### src/rtl/lsu_bus_ctrl.sv
// -----------------------------------------------------------------------------
// lsu_bus_ctrl
//   Load/store bus-request controller that sits between the LSU lane shifter
//   and the BIU. It accepts one memory op at a time from the pipeline, checks
//   size legality and alignment, builds the 8-byte lane select, and runs the
//   BIU address/ack handshake. Load data is returned unshifted; the LSU does
//   all shifting and sign extension.
//
// Ports
//   clk, rst_n        clock (rising edge) / asynchronous active-low reset
//   req_*             pipeline op: valid/ready, write, byte address,
//                     one-hot size (1/2/4/8 bytes), lane-shifted store data
//   resp_*            one-cycle completion pulse with raw load data and
//                     error / misalign flags (flags hold until next response)
//   bus_valid/ready   BIU address phase handshake
//   bus_write/addr/   registered op attributes, 8-byte aligned address,
//   bsel/wdata        byte lane enables and store data
//   bus_ack/rdata/err BIU completion, load data and error (sampled on ack)
// -----------------------------------------------------------------------------
module lsu_bus_ctrl #(
    parameter int PADDR_W     = 56,
    parameter int TIMEOUT_CYC = 256
) (
    input  logic               clk,
    input  logic               rst_n,
    input  logic               req_valid,
    output logic               req_ready,
    input  logic               req_write,
    input  logic [PADDR_W-1:0] req_addr,
    input  logic [3:0]         req_size,
    input  logic [63:0]        req_wdata,
    output logic               resp_valid,
    output logic [63:0]        resp_rdata,
    output logic               resp_err,
    output logic               resp_misalign,
    output logic               bus_valid,
    input  logic               bus_ready,
    output logic               bus_write,
    output logic [PADDR_W-1:0] bus_addr,
    output logic [7:0]         bus_bsel,
    output logic [63:0]        bus_wdata,
    input  logic               bus_ack,
    input  logic [63:0]        bus_rdata,
    input  logic               bus_err
);

    localparam int TMR_W = $clog2(TIMEOUT_CYC);

    typedef enum logic [1:0] {
        S_IDLE,
        S_ADDR,
        S_DATA,
        S_RESP
    } state_t;

    state_t             state;
    state_t             state_nxt;
    logic [TMR_W-1:0]   timer;
    logic               size_legal;
    logic               misalign;
    logic               timeout;
    logic [7:0]         bsel_base;

    // Request decode, evaluated against the live request in S_IDLE.
    always_comb begin
        // NOTE: every always_comb output gets a default first so that no path
        // leaves it unassigned, which would infer a latch.
        bsel_base  = 8'h00;
        size_legal = (req_size != 4'b0000) && ((req_size & (req_size - 4'd1)) == 4'b0000);
        misalign   = (req_size[1] &   req_addr[0])
                   | (req_size[2] & (|req_addr[1:0]))
                   | (req_size[3] & (|req_addr[2:0]));
        case (req_size)
            4'b0001: bsel_base = 8'h01;
            4'b0010: bsel_base = 8'h03;
            4'b0100: bsel_base = 8'h0F;
            4'b1000: bsel_base = 8'hFF;
            default: bsel_base = 8'h00;
        endcase
    end

    assign timeout = (timer == TMR_W'(TIMEOUT_CYC - 1));

    // Handshake outputs decode straight from state, so an async reset
    // removes bus_valid immediately rather than at the next edge.
    assign req_ready  = (state == S_IDLE);
    assign bus_valid  = (state == S_ADDR);
    assign resp_valid = (state == S_RESP);

    always_ff @(posedge clk or negedge rst_n) begin
        if (!rst_n) begin
            state <= S_IDLE;
        end else begin
            // NOTE: sequential state uses non-blocking assignment so every
            // register samples pre-edge values regardless of statement order.
            state <= state_nxt;
        end
    end

    always_comb begin
        state_nxt = state;
        case (state)
            S_IDLE: begin
                if (req_valid) begin
                    // Illegal-size and misaligned ops answer directly without
                    // ever touching the bus.
                    state_nxt = (size_legal && !misalign) ? S_ADDR : S_RESP;
                end
            end
            S_ADDR: begin
                if (bus_ready) begin
                    state_nxt = S_DATA;
                end
            end
            S_DATA: begin
                if (bus_ack || timeout) begin
                    state_nxt = S_RESP;
                end
            end
            S_RESP:  state_nxt = S_IDLE;
            default: state_nxt = S_IDLE;
        endcase
    end

    always_ff @(posedge clk or negedge rst_n) begin
        if (!rst_n) begin
            // NOTE: all datapath registers here are plain flops, not memories,
            // so each one gets an explicit reset value.
            bus_write     <= 1'b0;
            bus_addr      <= '0;
            bus_bsel      <= 8'h00;
            bus_wdata     <= 64'h0;
            resp_rdata    <= 64'h0;
            resp_err      <= 1'b0;
            resp_misalign <= 1'b0;
            timer         <= '0;
        end else begin
            // Timer runs only while waiting for an ack in S_DATA; it is zero
            // on every entry to S_DATA.
            if (state == S_DATA && !bus_ack && !timeout) begin
                timer <= timer + TMR_W'(1);
            end else begin
                timer <= '0;
            end

            case (state)
                S_IDLE: begin
                    if (req_valid) begin
                        bus_write <= req_write;
                        bus_addr  <= {req_addr[PADDR_W-1:3], 3'b000};
                        bus_bsel  <= bsel_base << req_addr[2:0];
                        bus_wdata <= req_wdata;
                        // Response flags change only when this op's outcome
                        // is already known; bus ops update them in S_DATA.
                        if (!size_legal) begin
                            resp_err      <= 1'b1;
                            resp_misalign <= 1'b0;
                        end else if (misalign) begin
                            resp_err      <= 1'b0;
                            resp_misalign <= 1'b1;
                        end
                    end
                end
                S_DATA: begin
                    // Ack takes priority over a timeout in the same cycle.
                    if (bus_ack) begin
                        if (!bus_write) begin
                            resp_rdata <= bus_rdata;
                        end
                        resp_err      <= bus_err;
                        resp_misalign <= 1'b0;
                    end else if (timeout) begin
                        resp_err      <= 1'b1;
                        resp_misalign <= 1'b0;
                    end
                end
                default: ;
            endcase
        end
    end

endmodule
### config.mk
export PLATFORM = sky130hd
export DESIGN_NAME = lsu_bus_ctrl
export DESIGN_NICKNAME = d
export VERILOG_FILES = /design/src/rtl/lsu_bus_ctrl.sv
export SDC_FILE = /design/constraint.sdc
export NUM_CORES = 1
export LEC_CHECK = 0
export ABC_AREA = 1
export BUFFER_PORTS_ARGS = -buffer_cell sky130_fd_sc_hd__buf_2
export CELL_PAD_IN_SITES_DETAIL_PLACEMENT = 1
export CELL_PAD_IN_SITES_GLOBAL_PLACEMENT = 2
export CORE_ASPECT_RATIO = 0.7
export CORE_MARGIN = 1
export CORE_UTILIZATION = 24
export DETAILED_ROUTE_END_ITERATION = 16
export PLACE_DENSITY = 0.82
export SKIP_CTS_REPAIR_TIMING = 1
export SYNTH_ARGS = -nofsm -noshare
export SYNTH_HDL_FRONTEND = slang
export SYNTH_SLANG_ARGS = --single-unit
### constraint.sdc
create_clock -name clk -period 1.5 [get_ports clk]
set_input_delay 0.375 -clock clk [delete_from_list [all_inputs] [get_ports clk]]
set_output_delay 0.375 -clock clk [all_outputs]
set_load 0.01 [all_outputs]
* Word level (Yosys, flattened, before mapping)
Index checks and enable logic that the tools add are counted.
Storage, ports and cells: bits in registers 202, output and inout bits 198, logic and storage cells 69
Cells by class: add/sub/neg operators 2, equality and inequality tests 13, shift operators 1, mux-type cells 19, bitwise gates (word level) 7, reduce and logical (&&, ||, !) cells 18
Operators with widths (number):
- one-hot mux 8 bit (4 select lines) | 1
- 2-to-1 mux 1 bit | 10
- adder 8 x 1 -> 8 bit, second input constant | 1
- == test 8 bit, second input constant | 1
- 2-to-1 mux 2 bit | 4
- 2-to-1 mux 8 bit | 1
- one-hot mux 2 bit (4 select lines) | 1
- left shift 8 x 3 -> 8 bit | 1
- AND reduction 3 bit | 2
- AND 4 bit | 1
- == test 2 bit, second input constant | 2
- == test 4 x 1 -> 1 bit, second input constant | 1
- == test 4 x 2 -> 1 bit, second input constant | 1
- == test 4 x 3 -> 1 bit, second input constant | 1
- == test 4 bit, second input constant | 1
- logical AND 1 bit | 4
- logical NOT 4 bit | 1
- inequality test 2 bit, second input constant | 2
- one-hot mux 1 bit (2 select lines) | 2
- AND reduction 4 bit | 1
- nonzero test 4 bit | 1
- subtractor 4 x 1 -> 4 bit, second input constant | 1
- AND 1 bit | 3
- logical NOT 1 bit | 3
- other kinds (12) | 13

* Depth between registers and ports, before layout
Gate-level depths: netlist (run 1).
depth after elaboration 9, mapped depth 10, depth with buffers taken out 10

* Least setup slack after synthesis (run 1)
OpenSTA, ideal clock, no wires.
kind register to register, start point register state[0], end point register bus_bsel[0], library setup time 0.117 ns, arrival time 1.431 ns, data required time 1.383 ns, path slack -0.048 ns, cell stages (with the launch flop) 9, cells stage by stage dfrtp_1 -> inv_1 -> ha_1 -> nand2_1 -> buf_2 -> buf_2 -> buf_2 -> nand2_1 -> nand2_1
Between the ends: word-level cells in the longest chain between the ends 2
Ends and longest elaborated chain:
- start, declared | line 56 | state_t state;
- start signal, assigned | line 96 | state <= state_nxt;
- logical NOT 2 bit
- via req_ready | line 27 | output logic req_ready,
- AND reduction 2 bit (no source line)
- end signal, assigned | line 151 | bus_bsel <= bsel_base << req_addr[2:0];
- end, declared | line 40 | output logic [7:0] bus_bsel,
The timed path passes the listed nets, and every way through them passes these cells. A chain may end at the register's enable or synchronous reset.

* Worst setup path after layout (run 1)
start point register state[0], end point output port req_ready
Between the ends: word-level cells in the longest chain between the ends 1
Ends and longest elaborated chain:
- logical NOT 2 bit | line 86 | assign req_ready = (state == S_IDLE);
- end, declared | line 27
Every way passes these cells.

==> results_dict.tcl, run 1 <==
set metrics [dict create \
    drc_errors 0 \
    path_clk_slew_ns 0.07 \
    drive_above_1_share_pct 47.3 \
    rr_endpoint "resp_rdata[17]$_DFFE_PN0P_" \
    ant_nets 0 \
    final_core_util_pct 37.2 \
    setup_ws_ns -0.323 \
    final_cells 1709 \
    synthAdderAreaFrac_pct 0.758 \
    synthSimpleGateAreaFrac_pct 21.5 \
    synth_top_family_by_area "simple AND/OR/NAND/NOR gates" \
    path_common_cell "buf_6" \
    reg2reg_from "state[0]$_DFFE_PN0P_" \
    stdcell_area_um2 12500 \
    min_from "req_addr[34]" \
    pin_count 393 \
    startpoint "state[0]$_DFFE_PN0P_" \
    async_flop_share_pct 100 \
    ys.warnings.count 0 \
    ys_seq_area_share_pct 61.3 \
    die_y_um 157 \
    synth-xor-area-share_pct 0.106 \
    cpLargestDelayFamily "buffers and inverters" \
    fillers 3935 \
    drt_iter0_drc 301 \
    drtPass1Iterations 4 \
    vdd_drop_max_v 0.00100 \
    critical_path_required_ns 1.12 \
    area_delta_synth_final_pct 51.8 \
    cts_tree "built" \
    synth_top_cell_area_share_pct 61.3 \
    cts_made_buffers 23 \
    grt_start_max_net_pins 69 \
    holdWs_ns 0.0398 \
    powerDensity_nw_per_um2 2100 \
    cts_root_buffer "clkbuf_16" \
    grt_pass1_wl_um 41300 \
    status "finished, violations left" \
    clock_path_buffers 3 \
    clock_skew_ns 0.0155 \
    startpoint_type "flop" \
    synth.area.top_cells "dfrtp_1 (61%), nand2_1 (18%), mux2_4 (11%), buf_2 (1.0%), inv_1 (0.91%)" \
    layout_min_cycle_time_ns 1.82 \
    hold_class "input port to flop" \
    viasPerCell 4.25 \
    yosysMostFrequentCell "nand2_1" \
    final.period_utilization_pct 122 \
    detailed_place_hpwl_um 20300 \
    synth_compound_area_share_pct 1.20 \
    core_area_um2 33600 \
    synth_mux_area_share_pct 11.5 \
    ys_top_cells_by_count "nand2_1 (403), dfrtp_1 (202), mux2_4 (60), inv_1 (20), buf_2 (17)" \
    diodes 0 \
    final-setup-viol-count 197 \
    path_cells "inv_2 -> buf_6 -> ha_4 -> buf_6 -> buf_6" \
    register_area_um2 5050 \
    place_area_um2 11100 \
    synth-edff-count 0 \
    antenna_found_initial 2 \
    synth_seq_cells 202 \
    h-tree-depth 1 \
    critPathBufInv 4 \
    path_max_fanout 3 \
    hold_path_end "bus_addr[34]$_DFFE_PN0P_" \
    crit_slowest_cell "dfrtp_1" \
    hold_depth 3 \
    dieArea_um2 35100 \
    cts.sinks 202 \
    port_buffers 389 \
    first_global_vias 7455 \
    cp.arrival_ns 1.45 \
    grtUsageTotal_pct 14.9 \
    fmaxAchievable_mhz 548 \
    rsz0062_at_grt "yes" \
    routedWlPerCell_um 18.0 \
    initial_core_util_pct 24.5 \
    synth_cell_types 30 \
    timing_worst_setup_path_type "flop to output port" \
    grt-ovfl-total 0 \
    synthesis.area_um2 8250 \
    endpoint_kind "output port" \
    violations "negative setup slack" \
    finalNetCount 1458 \
    synth_largest_area_cell "dfrtp_1" \
    dr_total_vias 7257 \
    syn_inst 799 \
    wl_um 30800 \
    rr_worst_depth 6 \
    gp_congestion 0.753 \
    numPlacedInstances 1638 \
    slowest_delay_ns 0.38 \
    rows 56 \
    drv_cap 0 \
    die_w_um 224 \
    maxSlewViolCount 0 \
    hold_viol 0 \
    ys.flop_type "dfrtp_1" \
    clock_latency_ns 0.52 \
    p_leak_uw 0.00707 \
    fin_tns_setup_ns -24.21 \
    synth_area_per_cell_um2 10.3 \
    multi_input_area_um2 3010 \
    rrSetupSlack_ns -0.24 \
]
cells in the final DEF, fill, tap and decap left out, types with 3 or more instances in the layout:
cell type,instances
o21ai_1,3
buf_2,387
nor3b_1,3
nand3_1,14
clkinv_2,4
buf_4,31
nor2_1,12
buf_8,4
buf_6,13
clkbuf_16,36
conb_1,3
inv_2,4
inv_1,18
a21oi_1,5
buf_16,3
nand2_2,14
clkbuf_8,4
nor2_4,4
mux2_2,4
ha_1,3
nand2_1,390
clkbuf_1,6
nand4_1,4
dfrtp_1,202
mux2_4,60
o21ai_2,4
buf_12,15
o21ai_0,4
cell families after synthesis:
kind of cell,count (synthesis)
DFF,202
adders and majority gates,5
buffers and inverters,60
other,1
muxes,64
and+or+nand+nor,450
AOI/OAI and AO/OA,16
xor gates and xnor gates,1
sequential cells by signal, indices dropped and copies added (netlist names):
register / cells
state: 2
resp_rdata: 64
bus_write: 1
bus_wdata: 64
bus_addr: 53
resp_err: 1
bus_bsel: 8
resp_misalign: 1
timer: 8
per-stage QoR:
step                setup WS, ns  power [µW]
finish                    -0.323       26300
global route              -0.392       28100
CTS                       -0.516       25300
detailed placement       -0.0773       19600
global placement         0.00421       19300
floorplan                 0.0121       14700
worst register-to-register path: stages (launching register included):
cell and delay, ns:
dfrtp_1 0.40, inv_2 0.07, buf_4 0.10, ha_1 0.30, nand2_8 0.18, clkbuf_16 0.25, mux2_4 0.31
worst max-delay path by stage:
stage | end | cells past startpoint
after global routing | req_ready | 5
after global placement | resp_rdata[0]$_DFFE_PN0P_ | 5
after detailed placement | resp_misalign$_DFFE_PN0P_ | 9
final | req_ready | 5
after CTS | req_ready | 5
after floorplan | bus_bsel[0]$_DFFE_PN0P_ | 8
per-layer routing:
layer / wire length, µm / vias to the layer above / GRT usage, %
li1: - / 3412 / -
met1: 13600 / 3550 / 19.0
met2: 14200 / 257 / 24.0
met3: 2290 / 34 / 5.39
met4: 617 / 4 / 3.52
met5: 30 / - / 0
report_power, final:
part	internal [µW]	leakage (µW)	switching [µW]	total [µW]
combinational	5710	0.00423	5840	11500
clock	3000	0.000343	2430	5430
sequential	7960	0.00250	1400	9360
area by class of cell:
type	count	share of cell area, %
Sequential cell	202	40.4
Timing Repair Buffer	468	24.8
Multi-Input combinational cell	540	24.1
Clock buffer	32	5.11
Tap cell	435	4.35
Inverter	23	0.789
Clock inverter	9	0.510
Power figures use the tool's default switching activity.
==> run 2, diff against run 1 <==
Settings changed: CORE_ASPECT_RATIO 0.7 to 1.2.
==> run 2 against run 1 <==
Net effect:
- the flow still finishes with violations (negative setup slack)
- sequential share of layout area shrank 0.26 points
- critical path depth is the same
- power grew 0.41%
- utilization shrank 0.14 points
- maximum frequency grew 1.9%
- critical endpoint unchanged
- register-to-register slack gained 0.06 ns
==> results_dict.tcl, run 2 (synthesis results as in run 1) <==
set metrics [dict create \
    status "finished, violations left" \
    violations "negative setup slack" \
    finalNetCount 1461 \
    antenna_found_initial 1 \
    h-tree-depth 1 \
    drive_above_1_share_pct 48.4 \
    rsz0062_at_grt "yes" \
    gp_congestion 0.763 \
    grt-ovfl-total 0 \
    cts_made_buffers 24 \
    timing_worst_setup_path_type "flop to output port" \
    ant_nets 0 \
    p_leak_uw 0.00711 \
    initial_core_util_pct 24.3 \
    critical_path_required_ns 1.12 \
    dieArea_um2 35100 \
    core_area_um2 34000 \
    final_cell_mix "buf_2 (386), nand2_1 (382), dfrtp_1 (202)" \
    clock_path_buffers 3 \
    stdcell_area_um2 12600 \
    endpoint_kind "output port" \
    routedWlPerCell_um 16.6 \
    dr_total_vias 7250 \
    p_total_uw 26400 \
    grt_start_max_net_pins 62 \
    powerDensity_nw_per_um2 2100 \
    numPlacedInstances 1661 \
    path_clk_slew_ns 0.06 \
    reg.largest.list "bus_wdata: 64 flops, resp_rdata: 64 flops, bus_addr: 53 flops" \
    vdd_drop_max_v 0.000801 \
    drv_cap 0 \
    drt_iter0_drc 247 \
    clock_skew_ns 0.0288 \
    hold_viol 0 \
    setup_ws_ns -0.290 \
    cts.sinks 202 \
    layout_min_cycle_time_ns 1.79 \
    detailed_place_hpwl_um 19900 \
    cts_root_buffer "clkbuf_16" \
    grtUsageTotal_pct 14.7 \
    die_w_um 171 \
    drtPass1Iterations 4 \
    place_area_um2 11200 \
    drc_errors 0 \
    final.period_utilization_pct 119 \
    fin_tns_setup_ns -19.44 \
    maxSlewViolCount 0 \
    pin_count 393 \
    final_common_cell "buf_2" \
    die_y_um 205 \
    clock_latency_ns 0.54 \
    final_cells 1736 \
    rows 74 \
    fmaxAchievable_mhz 559 \
    path_max_fanout 3 \
    fillers 3967 \
    startpoint_type "flop" \
    port_buffers 389 \
    hold_class "input port to flop" \
    first_global_vias 7503 \
    cp.arrival_ns 1.41 \
    grt_pass1_wl_um 40500 \
    wl_um 28900 \
    viasPerCell 4.18 \
    final-setup-viol-count 191 \
    cts_tree "built" \
    area_delta_synth_final_pct 52.8 \
]
-- run 2: cell count changes in the layout (fill, tap and decap cells not counted), moves of 3 or more --
| cell | delta |
|---|---|
| buf_4 | +11 |
| clkbuf_16 | -3 |
| clkbuf_8 | +4 |
| nand2_1 | -8 |
| nand2_2 | +6 |
-- run 2: path summary, 6_finish.rpt --
path / from / endpoint / slack, ns / depth (start not counted)
worst min register to register: bus_addr[43]$_DFFE_PN0P_ / bus_addr[43]$_DFFE_PN0P_ / 0.47 / 2
min in group asynchronous: rst_n / bus_addr[34]$_DFFE_PN0P_ / 0.36 / 2
worst max-delay path: state[0]$_DFFE_PN0P_ / req_ready / -0.29 / 5
worst min-delay path: req_addr[27] / bus_addr[27]$_DFFE_PN0P_ / 0.02 / 3
max in group asynchronous: rst_n / resp_rdata[31]$_DFFE_PN0P_ / 0.60 / 3
worst max register to register: state[1]$_DFFE_PN0P_ / bus_wdata[36]$_DFFE_PN0P_ / -0.18 / 9
-- run 2: power breakdown --
group	switching, µW	internal, µW
registers	1370	7960
logic	5700	5570
clock network	2380	3470
total	9450	17000
-- run 2: area by class of cell --
cell class / instances / area (µm²) / area share [%]
Antenna cell: 1 / 2.50 / 0.0199
Clock buffer: 37 / 719 / 5.71
Clock inverter: 7 / 73.8 / 0.586
Inverter: 23 / 115 / 0.913
Multi-Input combinational cell: 540 / 3060 / 24.3
Sequential cell: 202 / 5050 / 40.1
Tap cell: 456 / 571 / 4.53
Timing Repair Buffer: 470 / 3010 / 23.9
-- run 2: worst max-delay path: stages, from the launching register on --
cell	delay [ns]
dfrtp_1	0.36
inv_2	0.05
buf_6	0.11
ha_4	0.16
buf_12	0.12
buf_6	0.11
-- run 2: metal layers --
| layer | global-route usage [%] | vias to the layer above | wire, µm | part of all wire, % |
|---|---|---|---|---|
| li1 | - | 3427 | - | - |
| met3 | 3.73 | 45 | 2040 | 7.1 |
| met4 | 5.39 | 0 | 735 | 2.5 |
| met2 | 25.8 | 277 | 14700 | 51 |
| met5 | 0 | - | 0 | 0 |
| met1 | 17.0 | 3501 | 11400 | 39 |
-- run 2: through the flow --
stage | worst slack (ns) | hold WS (ns) | utilization (%)
finish | -0.290 | 0.0247 | 37.1
global route | -0.353 | 0.0162 | 37.1
CTS | -0.471 | -0.233 | 35.2
detailed placement | -0.0656 | 0.364 | 32.8
global placement | -0.0347 | 0.369 | 32.8
floorplan | 0.0121 | 0.0794 | -
==> run 3, diff against run 2 <==
Settings changed: CORE_ASPECT_RATIO 1.2 to 1.4.
==> run 3 against run 2 <==
Net effect:
- the run still ends with negative setup slack left
- flip-flop and latch count unchanged
- cell area fell by 0.53%
- via count is essentially flat
- combinational power barely moved
- worst hold slack improved by 0.027 ns
- non-clock buffer count down 10
- sequential power is 0.6% higher
- die area hardly changed
- critical endpoint unchanged
==> results_dict.tcl, run 3 (synthesis results as in run 1) <==
set metrics [dict create \
    grtUsageTotal_pct 15.4 \
    drv_cap 0 \
    drtPass1Iterations 4 \
    rrSetupSlack_ns -0.09 \
    layout_min_cycle_time_ns 1.76 \
    critical_path_required_ns 1.12 \
    reg.largest.list "bus_wdata: 64 flops, resp_rdata: 64 flops, bus_addr: 53 flops" \
    ant_nets 0 \
    first_global_vias 7666 \
    fin_tns_setup_ns -3.63 \
    dieArea_um2 35100 \
    status "finished, violations left" \
    path_clk_slew_ns 0.06 \
    final_cell_mix "buf_2 (384), nand2_1 (382), dfrtp_1 (202)" \
    holdWs_ns 0.0516 \
    cp.arrival_ns 1.39 \
    rows 80 \
    min_from "req_addr[36]" \
    reg2reg_from "state[0]$_DFFE_PN0P_" \
    die_w_um 159 \
    hold_path_end "bus_addr[36]$_DFFE_PN0P_" \
    setup_ws_ns -0.263 \
    cts_made_buffers 22 \
    hold_class "input port to flop" \
    fmaxAchievable_mhz 567 \
    grt-ovfl-total 0 \
    p_leak_uw 0.00705 \
    rr_worst_depth 9 \
    antenna_found_initial 2 \
    area_delta_synth_final_pct 51.9 \
    multi_input_area_um2 3100 \
    grt_start_max_net_pins 68 \
    clock_skew_ns 0.00732 \
    initial_core_util_pct 24.3 \
    final_core_util_pct 37.0 \
    cts.sinks 202 \
    drc_errors 0 \
    internal-power_uw 17100 \
    p_clk_share_pct 21.8 \
    violations "negative setup slack" \
    finalNetCount 1450 \
    wl_um 29200 \
    combPwrFrac_pct 42.9 \
    endpoint_kind "output port" \
    path_max_fanout 6 \
    rr_endpoint "resp_err$_DFFE_PN0P_" \
    final_common_cell "buf_2" \
    port_buffers 389 \
    register_area_um2 5050 \
    hold_depth 3 \
    clock_path_buffers 3 \
    gp_congestion 0.809 \
    startpoint_type "flop" \
    place_ws_ns -0.0947 \
    p_total_uw 26600 \
    fillers 3964 \
    drt_iter0_drc 290 \
    rsz0062_at_grt "yes" \
    detailed_place_hpwl_um 20400 \
    core_area_um2 33900 \
    routedWlPerCell_um 17.0 \
    seqPwrFrac_pct 35.3 \
    sw_frac_of_total_pct 35.8 \
    drive_above_1_share_pct 48.3 \
    grt_pass1_wl_um 42900 \
    hold_viol 0 \
    dr_total_vias 7244 \
    viasPerCell 4.21 \
    h-tree-depth 1 \
    final.period_utilization_pct 118 \
    pin_count 393 \
    final-setup-viol-count 74 \
    cts_tree "built" \
    maxSlewViolCount 0 \
    cts_root_buffer "clkbuf_16" \
    clock_latency_ns 0.51 \
    vdd_drop_max_v 0.000945 \
    die_y_um 221 \
    switchingPower_uw 9520 \
    powerDensity_nw_per_um2 2120 \
    timing_worst_setup_path_type "flop to output port" \
]
-- run 3: power by group through the flow --
stage               Combinational [µW]  Sequential, µW  Clock, µW
finish                           11400            9390       5790
global route                     12400            9700       6170
CTS                              10200            9370       6020
detailed placement               10200            9390          0
global placement                  9900            9300          0
floorplan                         4280           10500          0
-- run 3: final cells by class --
cell class / count / share of cell area (%)
diodes: 2 / 0.0399
clock buffers: 33 / 5.45
clock inverters: 7 / 0.728
inverters: 23 / 0.808
multi-input cells: 541 / 24.7
flip-flops and latches: 202 / 40.3
well taps: 451 / 4.50
repair buffers: 460 / 23.4
-- run 3: worst max path at each step --
stage,startpoint,end,slack (ns),cells after the start
after floorplan,state[0]$_DFFE_PN0P_,bus_bsel[0]$_DFFE_PN0P_,0.01,8
after global placement,state[1]$_DFFE_PN0P_,bus_addr[50]$_DFFE_PN0P_,-0.02,6
after detailed placement,state[1]$_DFFE_PN0P_,bus_addr[45]$_DFFE_PN0P_,-0.09,6
after CTS,state[1]$_DFFE_PN0P_,req_ready,-0.42,4
after global routing,state[1]$_DFFE_PN0P_,req_ready,-0.32,4
final,state[1]$_DFFE_PN0P_,req_ready,-0.26,4
-- run 3: metrics by stage --
stage | instance area, µm² | instances
after floorplan | 8260 | 801
after global placement | 11100 | 1649
after detailed placement | 11100 | 1649
after CTS | 11900 | 1689
after global routing | 12500 | 1717
final | 12500 | 1719
-- run 3: per-layer routing --
| layer | part of all wire [%] | up-vias | global-route usage, % |
|---|---|---|---|
| met5 | 0 | - | 0 |
| met4 | 2.8 | 0 | 5.23 |
| met3 | 6.5 | 48 | 3.47 |
| met2 | 53 | 265 | 28.3 |
| met1 | 38 | 3537 | 17.3 |
| li1 | - | 3394 | - |
-- run 3: worst max-delay path: stages, from the launching register on --
cell     delay (ns)
dfrtp_1        0.40
inv_2          0.10
ha_4           0.15
buf_6          0.12
buf_6          0.10
